==> config.mk <==
export PLATFORM = sky130hd
export DESIGN_NAME = key_debounce_multi
export DESIGN_NICKNAME = d
export VERILOG_FILES = /design/src/rtl/key_pkg.sv /design/src/rtl/key_chan.sv /design/src/rtl/key_debounce_multi.sv
export SDC_FILE = /design/constraint.sdc
export NUM_CORES = 1
export LEC_CHECK = 0
export CAP_MARGIN = 10
export CORE_MARGIN = 3
export CORE_UTILIZATION = 50
export CTS_CLUSTER_SIZE = 16
export DETAILED_ROUTE_END_ITERATION = 10
export PLACE_DENSITY = 0.69
export SLEW_MARGIN = 20
export SYNTH_ARGS = -nofsm -noshare
export SYNTH_HDL_FRONTEND = slang
export SYNTH_SLANG_ARGS = --single-unit
==> constraint.sdc <==
create_clock -name clk -period 2.66 [get_ports clk]
set_input_delay 0.532 -clock clk [delete_from_list [all_inputs] [get_ports clk]]
set_output_delay 0.532 -clock clk [all_outputs]
set_load 0.02 [all_outputs]
==> src/rtl/key_pkg.sv <==
// Shared definitions for the multi-key debouncer.
//   key_state_e : per-channel FSM states (RELEASED, PRESSED, LONG_HELD)
//   cnt_width() : bit width needed to hold 0..value (never less than 1 bit)
package key_pkg;

    typedef enum logic [1:0] {
        RELEASED  = 2'd0,
        PRESSED   = 2'd1,
        LONG_HELD = 2'd2
    } key_state_e;

    // $clog2(value+1), clamped to 1 so a zero-valued parameter still yields a legal vector.
    function automatic int unsigned cnt_width(input int unsigned value);
        int unsigned w;
        w = $clog2(value + 1);
        return (w == 0) ? 1 : w;
    endfunction

endpackage

==> src/rtl/key_chan.sv <==
// One key channel: 2-flop synchroniser, polarity normalisation, tick-qualified
// debounce counter and RELEASED/PRESSED/LONG_HELD FSM with hold and repeat counters.
// Ports:
//   clk, rst_n   : clock, async active-low reset
//   tick_i       : one-cycle sample strobe from the shared divider
//   key_i        : raw key pin
//   state_o      : debounced level, 1 = pressed
//   press_o      : one-cycle strobe on accepted press
//   release_o    : one-cycle strobe on accepted release
//   long_o       : one-cycle strobe when the hold reaches LONG_TICKS
//   repeat_o     : one-cycle strobe every REPEAT_TICKS while in LONG_HELD
module key_chan
    import key_pkg::*;
#(
    parameter int unsigned STABLE_CNT   = 3,
    parameter int unsigned LONG_TICKS   = 50,
    parameter int unsigned REPEAT_TICKS = 10,
    parameter bit          ACTIVE_LOW   = 1'b1
) (
    input  logic clk,
    input  logic rst_n,
    input  logic tick_i,
    input  logic key_i,
    output logic state_o,
    output logic press_o,
    output logic release_o,
    output logic long_o,
    output logic repeat_o
);

    localparam int unsigned DW = cnt_width(STABLE_CNT);
    localparam int unsigned HW = cnt_width(LONG_TICKS);
    localparam int unsigned RW = cnt_width(REPEAT_TICKS);

    localparam logic [DW-1:0] DiffLast = DW'(STABLE_CNT - 1);
    localparam logic [HW-1:0] HoldMax  = HW'(LONG_TICKS);
    localparam logic [HW-1:0] HoldLast = HW'(LONG_TICKS - 1);
    localparam logic [RW-1:0] RepLast  = RW'((REPEAT_TICKS == 0) ? 0 : REPEAT_TICKS - 1);
    // Released pin level, so reset never looks like a press.
    localparam logic          IdleLevel = ACTIVE_LOW;

    logic            sync1_q, sync2_q;
    logic [DW-1:0]   diff_q, diff_d;
    key_state_e      fsm_q, fsm_d;
    logic [HW-1:0]   hold_q, hold_d;
    logic [RW-1:0]   rep_q, rep_d;
    logic            press_q, press_d;
    logic            release_q, release_d;
    logic            long_q, long_d;
    logic            repeat_q, repeat_d;

    logic            sample;
    logic            level;
    logic            accept;

    // State register
    always_ff @(posedge clk or negedge rst_n) begin
        if (!rst_n) begin
            sync1_q   <= IdleLevel;
            sync2_q   <= IdleLevel;
            diff_q    <= '0;
            fsm_q     <= RELEASED;
            hold_q    <= '0;
            rep_q     <= '0;
            press_q   <= 1'b0;
            release_q <= 1'b0;
            long_q    <= 1'b0;
            repeat_q  <= 1'b0;
        end else begin
            sync1_q   <= key_i;
            sync2_q   <= sync1_q;
            diff_q    <= diff_d;
            fsm_q     <= fsm_d;
            hold_q    <= hold_d;
            rep_q     <= rep_d;
            press_q   <= press_d;
            release_q <= release_d;
            long_q    <= long_d;
            repeat_q  <= repeat_d;
        end
    end

    // Debounce: a new level is accepted on the STABLE_CNT-th consecutive differing tick.
    always_comb begin
        sample = sync2_q ^ IdleLevel;
        level  = (fsm_q != RELEASED);
        diff_d = diff_q;
        accept = 1'b0;
        if (tick_i) begin
            if (sample != level) begin
                if (diff_q == DiffLast) begin
                    accept = 1'b1;
                    diff_d = '0;
                end else begin
                    diff_d = diff_q + 1'b1;
                end
            end else begin
                diff_d = '0;
            end
        end
    end

    // Next state; an accepted release takes priority over a same-tick long/repeat.
    always_comb begin
        fsm_d     = fsm_q;
        hold_d    = hold_q;
        rep_d     = rep_q;
        press_d   = 1'b0;
        release_d = 1'b0;
        long_d    = 1'b0;
        repeat_d  = 1'b0;
        if (accept && level) begin
            fsm_d     = RELEASED;
            release_d = 1'b1;
            hold_d    = '0;
            rep_d     = '0;
        end else if (accept) begin
            fsm_d   = PRESSED;
            press_d = 1'b1;
            hold_d  = '0;
            rep_d   = '0;
        end else if (tick_i) begin
            case (fsm_q)
                PRESSED: begin
                    if (hold_q != HoldMax) begin
                        hold_d = hold_q + 1'b1;
                        if (hold_q == HoldLast) begin
                            fsm_d  = LONG_HELD;
                            long_d = 1'b1;
                            rep_d  = '0;
                        end
                    end
                end
                LONG_HELD: begin
                    if (REPEAT_TICKS != 0) begin
                        if (rep_q == RepLast) begin
                            rep_d    = '0;
                            repeat_d = 1'b1;
                        end else begin
                            rep_d = rep_q + 1'b1;
                        end
                    end
                end
                default: ;
            endcase
        end
    end

    // Outputs
    always_comb begin
        state_o   = (fsm_q != RELEASED);
        press_o   = press_q;
        release_o = release_q;
        long_o    = long_q;
        repeat_o  = repeat_q;
    end

endmodule

==> src/rtl/key_debounce_multi.sv <==
// Multi-channel key debouncer with long-press and auto-repeat events.
// A single shared divider produces the sample tick; each key is handled by key_chan.
// Ports:
//   clk, rst_n     : clock, async active-low reset
//   key_in         : raw key pins (pressed = low when ACTIVE_LOW)
//   key_state      : debounced levels, 1 = pressed
//   press_pulse    : one-cycle strobes on accepted press
//   release_pulse  : one-cycle strobes on accepted release
//   long_pulse     : one-cycle strobes when a hold reaches LONG_TICKS
//   repeat_pulse   : one-cycle strobes every REPEAT_TICKS after long-press
//   led_out        : LED drive, low while the key is pressed
module key_debounce_multi
    import key_pkg::*;
#(
    parameter int unsigned N_KEYS       = 4,
    parameter int unsigned SCAN_DIV     = 1_000_000,
    parameter int unsigned STABLE_CNT   = 3,
    parameter int unsigned LONG_TICKS   = 50,
    parameter int unsigned REPEAT_TICKS = 10,
    parameter bit          ACTIVE_LOW   = 1'b1
) (
    input  logic              clk,
    input  logic              rst_n,
    input  logic [N_KEYS-1:0] key_in,
    output logic [N_KEYS-1:0] key_state,
    output logic [N_KEYS-1:0] press_pulse,
    output logic [N_KEYS-1:0] release_pulse,
    output logic [N_KEYS-1:0] long_pulse,
    output logic [N_KEYS-1:0] repeat_pulse,
    output logic [N_KEYS-1:0] led_out
);

    localparam int unsigned     DivW    = cnt_width(SCAN_DIV);
    localparam logic [DivW-1:0] DivLast = DivW'(SCAN_DIV - 1);

    logic [DivW-1:0] div_q, div_d;
    logic            tick;

    always_ff @(posedge clk or negedge rst_n) begin
        if (!rst_n) begin
            div_q <= '0;
        end else begin
            div_q <= div_d;
        end
    end

    always_comb begin
        tick  = (div_q == DivLast);
        div_d = tick ? '0 : div_q + 1'b1;
    end

    for (genvar i = 0; i < N_KEYS; i++) begin : g_chan
        key_chan #(
            .STABLE_CNT  (STABLE_CNT),
            .LONG_TICKS  (LONG_TICKS),
            .REPEAT_TICKS(REPEAT_TICKS),
            .ACTIVE_LOW  (ACTIVE_LOW)
        ) u_chan (
            .clk      (clk),
            .rst_n    (rst_n),
            .tick_i   (tick),
            .key_i    (key_in[i]),
            .state_o  (key_state[i]),
            .press_o  (press_pulse[i]),
            .release_o(release_pulse[i]),
            .long_o   (long_pulse[i]),
            .repeat_o (repeat_pulse[i])
        );
    end

    always_comb begin
        led_out = ~key_state;
    end

endmodule

* Word level (Yosys, flattened, before mapping)
Index checks and enable logic that the tools add are counted.
Storage, ports and cells: memories 0, output and inout bits 24, logic and storage cells 285, latch bits 0, bits of input ports 6, memory bits (read-only) 0, bits in writable memories 0, register bits 100
Operators by class: reductions and logical operators 40, equal/unequal tests 37, bitwise operators 5, magnitude comparators 0, shift-type cells 0, multiply operators 0, div/mod/pow operators 0, mux-type cells 149, $add $sub $neg 13
Operators with widths (number):
- 6-bit two-way mux | 20
- 4-bit two-way mux | 24
- 1-bit two-way mux | 68
- 2-bit two-way mux | 32
- 3-bit nonzero test | 16
- 4-bit by 1-bit != test with 1-bit output, second input constant | 8
- 4-bit case mux with 2 select lines | 4
- 4-bit AND reduction | 8
- 6-bit by 1-bit adder with 6-bit output, second input constant | 4
- 6-bit == test, second input constant | 4
- 6-bit != test, second input constant | 4
- 20-bit by 1-bit adder with 20-bit output, second input constant | 1
- 20-bit == test, second input constant | 1
- 20-bit two-way mux | 1
- 4-bit by 1-bit adder with 4-bit output, second input constant | 4
- 2-bit == test, second input constant | 8
- 4-bit == test, second input constant | 4
- 4-bit nonzero test | 4
- 3-bit AND reduction | 4
- 2-bit by 1-bit adder with 2-bit output, second input constant | 4
- 2-bit by 1-bit == test with 1-bit output, second input constant | 4
- 2-bit nonzero test | 4
- 1-bit logical AND | 4
- 1-bit != test | 4
- other kinds (2) | 5

* Logic depth before layout (Yosys ltp)
Gate-level depths: netlist of run 1.
depth after elaboration 7, mapped depth 9, mapped depth without buffers 7

* Cells and area by module
From an unflattened synthesis of run 1, not the netlist that was laid out.
Second synthesis, totals: cells, all modules 489, area, all modules 5218.8 µm²
By module, submodules not included:
- key_chan (g_chan[0].u_chan ...) | area an instance 1046.0 µm², times used 3, seq. area each 503.0 µm², cells an instance 98
- key_chan (g_chan[2].u_chan) | area an instance 1084.8 µm², times used 1, seq. area each 503.0 µm², cells an instance 99
- key_debounce_multi | area an instance 996.0 µm², times used 1, seq. area each 500.5 µm², cells an instance 96

* Least setup slack after synthesis of run 1
No wires, ideal clock.
kind register to register, start register g_chan[2].u_chan.fsm_q[0], end register g_chan[2].u_chan.rep_q[1], buffers on the path 1, arrival 1.999 ns, cell stages (with the launch flop) 9, clock period less this slack 2.127 ns, setup time 0.128 ns, data required time 2.532 ns, path slack 0.533 ns, cell sequence dfrtp_1 inv_1 ha_1 xnor2_1 or3b_2 clkbuf_1 nand2_1 nand2_1 mux2_1
On the way: word-level cells in the longest chain between the ends 7, elaborated cells between the ends (all ways) 16, those cells by class eq/ne (5); mux (6); reduce/logical (5)
RTL lines:
- start: declaration | RTL line key_chan.sv:44 | key_state_e fsm_q, fsm_d;
- start signal: assignment | RTL line key_chan.sv:73 | fsm_q <= fsm_d;
- 2-bit nonzero test | RTL line key_chan.sv:86 | level = (fsm_q != RELEASED);
- 1-bit != test | RTL line key_chan.sv:90 | if (sample != level) begin
- 1-bit two-way mux | RTL line key_chan.sv:90
- 1-bit two-way mux | RTL line key_chan.sv:89 | if (tick_i) begin
- 1-bit logical AND | RTL line key_chan.sv:112 | if (accept && level) begin
- 4-bit by 1-bit != test with 1-bit output (no line) (tied with other cells)
- 4-bit AND reduction (no line)
- end signal: assignment | RTL line key_chan.sv:75 | rep_q <= rep_d;
- end: declaration | RTL line key_chan.sv:46 | logic [RW-1:0] rep_q, rep_d;
Several ways; a longest one is shown, not always the timed one. The select of a mux whose other input is x is not followed. A chain may end at the register's enable or synchronous reset.

* Worst setup path after layout of run 1
start register g_chan[2].u_chan.fsm_q[0], end output key_state[2]
On the way: word-level cells in the longest chain between the ends 1
RTL lines:
- 2-bit nonzero test | RTL line key_chan.sv:151 | state_o = (fsm_q != RELEASED);
- end: declaration | RTL line key_debounce_multi.sv:25 | output logic [N_KEYS-1:0] key_state,
Every way passes these cells.

==> metrics.csv, run 1 <==
metric,value,unit
Tot Pwr,2.64,mW
status,finished clean,
Crit-path slowest cell,clkdlybuf4s50_1,
TritonCTS Sinks,100,
Post-Syn Nets,577,
drt pass-1 iters,5,
Worst Path Arrival,1.84,ns
Clock transition at path regs,0.10,ns
hold buffers post-CTS,0,
f_max,421,MHz
register area share after synthesis,47.2,%
worst-path fanout max,5,
Worst path max stage delay,0.60,ns
CP most frequent cell,inv_1,
first-pass GRT wire length,17400,um
clock root buffer,clkbuf_8,
Final HPWL DP,7130,um
Tcrit/Tclk final,89.3,%
Setup Skew,0.0125,ns
number of remaining DRC errors,0,
TritonCTS clock tree,done,
vias in the first global route,3669,
Starting DRT DRC Count,236,
Top Ports,30,
global placement routability congestion,0.832,
mean post-synth cell area,9.88,um^2
Fin Setup TNS,0,ns
Max Cap Violations,0,
clock latency at the later pin of the worst-skew pair,0.37,ns
RSZ-0062 raised after global routing,false,
antenna-violating nets left,0,
Die Span Y,109,um
hold_ws,0.0898,ns
number of synthesized flops with an enable pin,0,
CP Launch Type,flip-flop,
initial antenna violation count,0,
Worst setup EP type,output pin,
Core Region,10300,um^2
filler cell count,905,
die width,109,um
min Tclk post-route,2.38,ns
Critical Path RT,2.13,ns
synthesized area,5320,um^2
final setup fails,0,
crit-path cells,"inv_1, ha_1, inv_1, clkdlybuf4s50_1",
Final #Nets,592,
Peak VDD IR,0.383,mV
global route overflow,0,
static leakage,2.58,nW
Storage cell area,2510,um^2
Cell Pwr Density,450,nW/um^2
DR vias,3927,
share of layout cells above drive strength 1,7.53,%
Vias per Instance,5.66,
n_diodes,0,
critical path class,flip-flop to output pin,
Area growth syn-to-layout,10.0,%
Area contributors post-synth,"dfrtp_1, ha_1, o21ai_0, dfstp_2, buf_4",
Overall Global Routing Usage,18.3,%
multi-input combinational cell area,2460,um^2
CTS buffer count,9,
row cnt,37,
initial core utilization,51.5,%
setup bufs post-CTS,0,
Worst slew margin,66.1,%
clock tree buffer depth,2,
drt total wl,10100,um
Cell variety after synth,55,
"Async S/R FF share, synth",100,%
Mapped Cells,538,
Slew @ Worst Pin,0.502,ns
Synth Warn #,0,
share of Yosys cell area claimed by the top area cell type,43.3,%
Worst Hold Class,input pin to asynchronous set/reset pin,
"Slew Viols, Final",0,
largest area contributor in the netlist,dfrtp_1,
Fin. Hold Viols,0,
die area,11900,um^2
DR WL/cell,14.5,um
largest net degree at the start of global routing,52,
# H-tree levels,3,
Resize count post-CTS,0,
Synth Register Bits,100,
top_reg_cell synth,dfrtp_1,
IO Port Bufs,29,
==> synth_stat cells, types with 2 or more instances <==
library cell and n:
dfstp_2 8, a22oi_1 2, xor2_1 9, buf_2 6, nand2_1 43, and4_1 6, a41o_1 3, a211oi_1 2
and2_1 8, and3_1 19, buf_4 22, xnor2_1 10, nor4_1 5, o31ai_1 10, o21ai_0 59, nor3_1 14
nor3b_1 3, ha_1 33, nand3b_1 5, nor4bb_1 4, a21oi_1 17, o41ai_1 2, o2111ai_1 2, o2bb2ai_1 2
dfrtp_1 92, nand4_1 11, a21boi_0 2, nor2_1 23, a22o_1 2, nand3_1 19, clkbuf_1 6, or4_1 2
inv_1 32, mux2i_1 2, o211ai_1 4, nor2b_1 11, a31oi_1 9, nand2b_1 9, and3b_1 4
==> logic make-up after synthesis <==
group	Yosys count	share of synthesized area (%)
xor+xnor	19	3.13
mux	4	0.800
compound gates	118	13.2
flops	100	47.2
fa+ha+maj	33	7.76
buf+inv	67	6.56
simple gates	197	21.2
==> placed cells by master (no fill, tap or decap), drive strengths merged, types with 11 or more instances in the layout <==
cell           instances
nand3                 19
nor3                  15
a21oi                 17
clkbuf                12
buf                   11
and3                  19
dfrtp                 92
nand2                 44
o21ai                 59
ha                    33
nor2b                 11
inv                   32
nor2                  24
clkdlybuf4s50         28
nand4                 12
==> where the power goes <==
group	internal [mW]	switching, mW	total (mW)	leakage (nW)
Clock	0.555	0.503	1.06	0.107
Combinational	0.0119	0.0328	0.0447	1.12
Sequential	1.53	0.00255	1.53	1.36
==> area by class of cell <==
class	count	area share [%]
clock inverters	4	1.24
well taps	136	2.91
clock buffers	12	2.48
flip-flops and latches	100	42.9
multi-input cells	371	42.0
repair buffers	39	6.41
inverters	32	2.05
==> per-layer routing <==
metal  GRT usage [%]  share of wire [%]
met2            29.4                 47
met5               0                  0
met3            3.97                4.4
met4            5.14                1.5
met1            25.0                 47
==> sequential cells by signal, summed over array words and instances, names as in the netlist <==
signal                   cells
g_chan.u_chan.rep_q         16
g_chan.u_chan.sync2_q        4
div_q                       20
g_chan.u_chan.release_o      4
g_chan.u_chan.repeat_o       4
g_chan.u_chan.press_o        4
g_chan.u_chan.sync1_q        4
g_chan.u_chan.diff_q         8
g_chan.u_chan.fsm_q          8
g_chan.u_chan.long_o         4
g_chan.u_chan.hold_q        24
==> metrics by stage <==
| step | instance area [um^2] | std cells | util [%] | setup slack (ns) |
|---|---|---|---|---|
| global route | 5850 | 694 | 56.7 | 0.175 |
| CTS | 5850 | 694 | 56.7 | 0.253 |
| global placement | 5630 | 678 | 54.6 | 0.514 |
| finish | 5850 | 694 | 56.7 | 0.283 |
| floorplan | 5320 | 538 | - | 0.533 |
| detailed placement | 5630 | 678 | 54.6 | 0.459 |
==> critical path: cells and delay by family (launching register included) <==
kind	cells	cell delay (ns)
adders and majority gates	1	0.26
DFF	1	0.42
buffers and inverters	3	0.79
==> final timing paths <==
kind,start,endpoint,slack (ns),cells past startpoint
hold reg to reg,g_chan[2].u_chan.sync1_q$_DFF_PN1_,g_chan[2].u_chan.sync2_q$_DFF_PN1_,0.36,0
setup reg to reg,div_q[0]$_DFF_PN0_,g_chan[3].u_chan.hold_q[5]$_DFFE_PN0P_,0.44,6
min in group clk,g_chan[2].u_chan.sync1_q$_DFF_PN1_,g_chan[2].u_chan.sync2_q$_DFF_PN1_,0.36,0
setup / recovery,g_chan[2].u_chan.fsm_q[0]$_DFFE_PN0P_,key_state[2],0.28,4
max in group asynchronous,rst_n,g_chan[3].u_chan.sync1_q$_DFF_PN1_,1.89,2
hold / removal,rst_n,div_q[3]$_DFF_PN0_,0.09,1
Note: power is estimated with default switching activity, not from simulation.
==> run 2: changes to the inputs <==
CORE_MARGIN = 2   (was 3)
==> run 2 against run 1 <==
Against the previous run: clock power decreased by 6%; design area decreased by 0.13%; critical path depth unchanged; clock-buffer cell count decreased by 1; total power decreased by 2.3%; fmax decreased by 2.9%; sequential power about the same; critical path type unchanged.
==> metrics.csv, run 2 (synthesis gave the netlist of run 1 again) <==
metric,value,unit
"Slew Viols, Final",0,
TritonCTS clock tree,done,
RSZ-0062 raised after global routing,false,
Area growth syn-to-layout,9.91,%
most frequent cells in the layout,"dfrtp_1, o21ai_0, nand2_1",
hold buffers post-CTS,0,
Overall Global Routing Usage,20.0,%
Resize count post-CTS,0,
Peak VDD IR,0.327,mV
status,finished clean,
DR vias,3902,
vias in the first global route,3955,
met3 usage,4.13,%
Fin. Hold Viols,0,
filler cell count,902,
drt total wl,10500,um
Max Cap Violations,0,
Die Span Y,107,um
TritonCTS Sinks,100,
Post-Place Worst Slack,0.444,ns
antenna-violating nets left,0,
CP most frequent cell,inv_1,
initial core utilization,51.5,%
static leakage,2.58,nW
number of remaining DRC errors,0,
critical path class,flip-flop to output pin,
Starting DRT DRC Count,135,
Clock transition at path regs,0.10,ns
Tcrit/Tclk final,92.0,%
clock root buffer,clkbuf_8,
Worst setup EP type,output pin,
global route overflow,0,
M1 GR Usage,25.8,%
"commonest non-fill, non-tap cell in the layout",dfrtp_1,
min Tclk post-route,2.45,ns
final setup margin,0.213,ns
Cell Pwr Density,440,nW/um^2
multi-input combinational cell area,2460,um^2
Crit-path slowest cell,clkdlybuf4s50_1,
Top Registers,"g_chan.u_chan.hold_q x24, div_q x20, g_chan.u_chan.rep_q x16",
clock latency at the later pin of the worst-skew pair,0.38,ns
die width,107,um
Tot Pwr,2.57,mW
Crit Reg-Reg Startpoint,div_q[0]$_DFF_PN0_,
CP endpoint,key_state[3],
initial antenna violation count,0,
first-pass GRT wire length,18400,um
setup bufs post-CTS,0,
Storage cell area,2510,um^2
R2R depth,6,
number of flip-flops in the largest register,24,
Worst Path Arrival,1.92,ns
Worst slew margin,53.6,%
"CP delay by family, top",buffers and inverters,
DR WL/cell,15.0,um
R2R Setup Slk,0.43,ns
Critical Path RT,2.13,ns
# H-tree levels,3,
Vias per Instance,5.61,
IO Port Bufs,29,
number of cells on the critical path,4,
row cnt,37,
CP Launch Type,flip-flop,
busiest metal layer after global routing,met2,
f_max,409,MHz
largest net degree at the start of global routing,53,
die area,11500,um^2
Worst R2R End,g_chan[3].u_chan.repeat_o$_DFF_PN0_,
CP Buf/Inv Count,3,
global placement routability congestion,0.899,
final setup fails,0,
clock tree buffer depth,2,
share of layout cells above drive strength 1,7.87,%
"Cell Area, Placed",5640,um^2
Top Ports,30,
drt pass-1 iters,4,
Slew @ Worst Pin,0.696,ns
Worst Hold Class,input pin to asynchronous set/reset pin,
hold_ws,0.189,ns
Setup Skew,0.0222,ns
met2 Track Usage GR,33.7,%
worst setup path start,g_chan[3].u_chan.fsm_q[0]$_DFFE_PN0P_,
Final HPWL DP,7410,um
Final #Nets,593,
Fin Setup TNS,0,ns
Final Cell Area,5840,um^2
worst-path fanout max,5,
Worst path max stage delay,0.62,ns
CTS buffer count,9,
n_diodes,0,
Core Region,10300,um^2
"Most flops, register",g_chan.u_chan.hold_q,
crit-path cells,"inv_1, ha_1, inv_1, clkdlybuf4s50_1",
-- run 2: worst min-delay path by stage --
stage	startpoint	endpoint	slack, ns	depth (start not counted)
after floorplan	rst_n	div_q[0]$_DFF_PN0_	0.24	0
after global placement	g_chan[1].u_chan.sync1_q$_DFF_PN1_	g_chan[1].u_chan.sync2_q$_DFF_PN1_	0.35	0
after detailed placement	g_chan[0].u_chan.sync1_q$_DFF_PN1_	g_chan[0].u_chan.sync2_q$_DFF_PN1_	0.35	0
after CTS	rst_n	g_chan[0].u_chan.hold_q[3]$_DFFE_PN0P_	0.21	1
after global routing	rst_n	g_chan[0].u_chan.hold_q[3]$_DFFE_PN0P_	0.23	1
final	rst_n	g_chan[0].u_chan.rep_q[2]$_DFFE_PN0P_	0.19	1
-- run 2: cell type report --
type	count	area share (%)
sequential	100	43.0
multi-input combinational	371	42.0
timing repair buffer	40	6.55
tap	136	2.91
clock buffer	11	2.42
inverter	32	2.06
clock inverter	5	1.05
-- run 2: power by group --
group	internal (mW)	switching [mW]	total, mW
Combinational	0.0118	0.0331	0.0449
Sequential	1.53	0.00254	1.53
Clock	0.465	0.532	0.996
-- run 2: stage by stage --
stage	utilization, %	instances
final	56.6	695
after global routing	56.6	695
after CTS	56.6	695
after detailed placement	54.6	679
after global placement	54.6	679
after floorplan	-	538
-- run 2: routing by layer --
| layer | vias up | wire [um] |
|---|---|---|
| met3 | 14 | 316 |
| met1 | 1900 | 4890 |
| met5 | - | 0 |
| met2 | 61 | 5100 |
| met4 | 0 | 145 |
| li1 | 1927 | - |
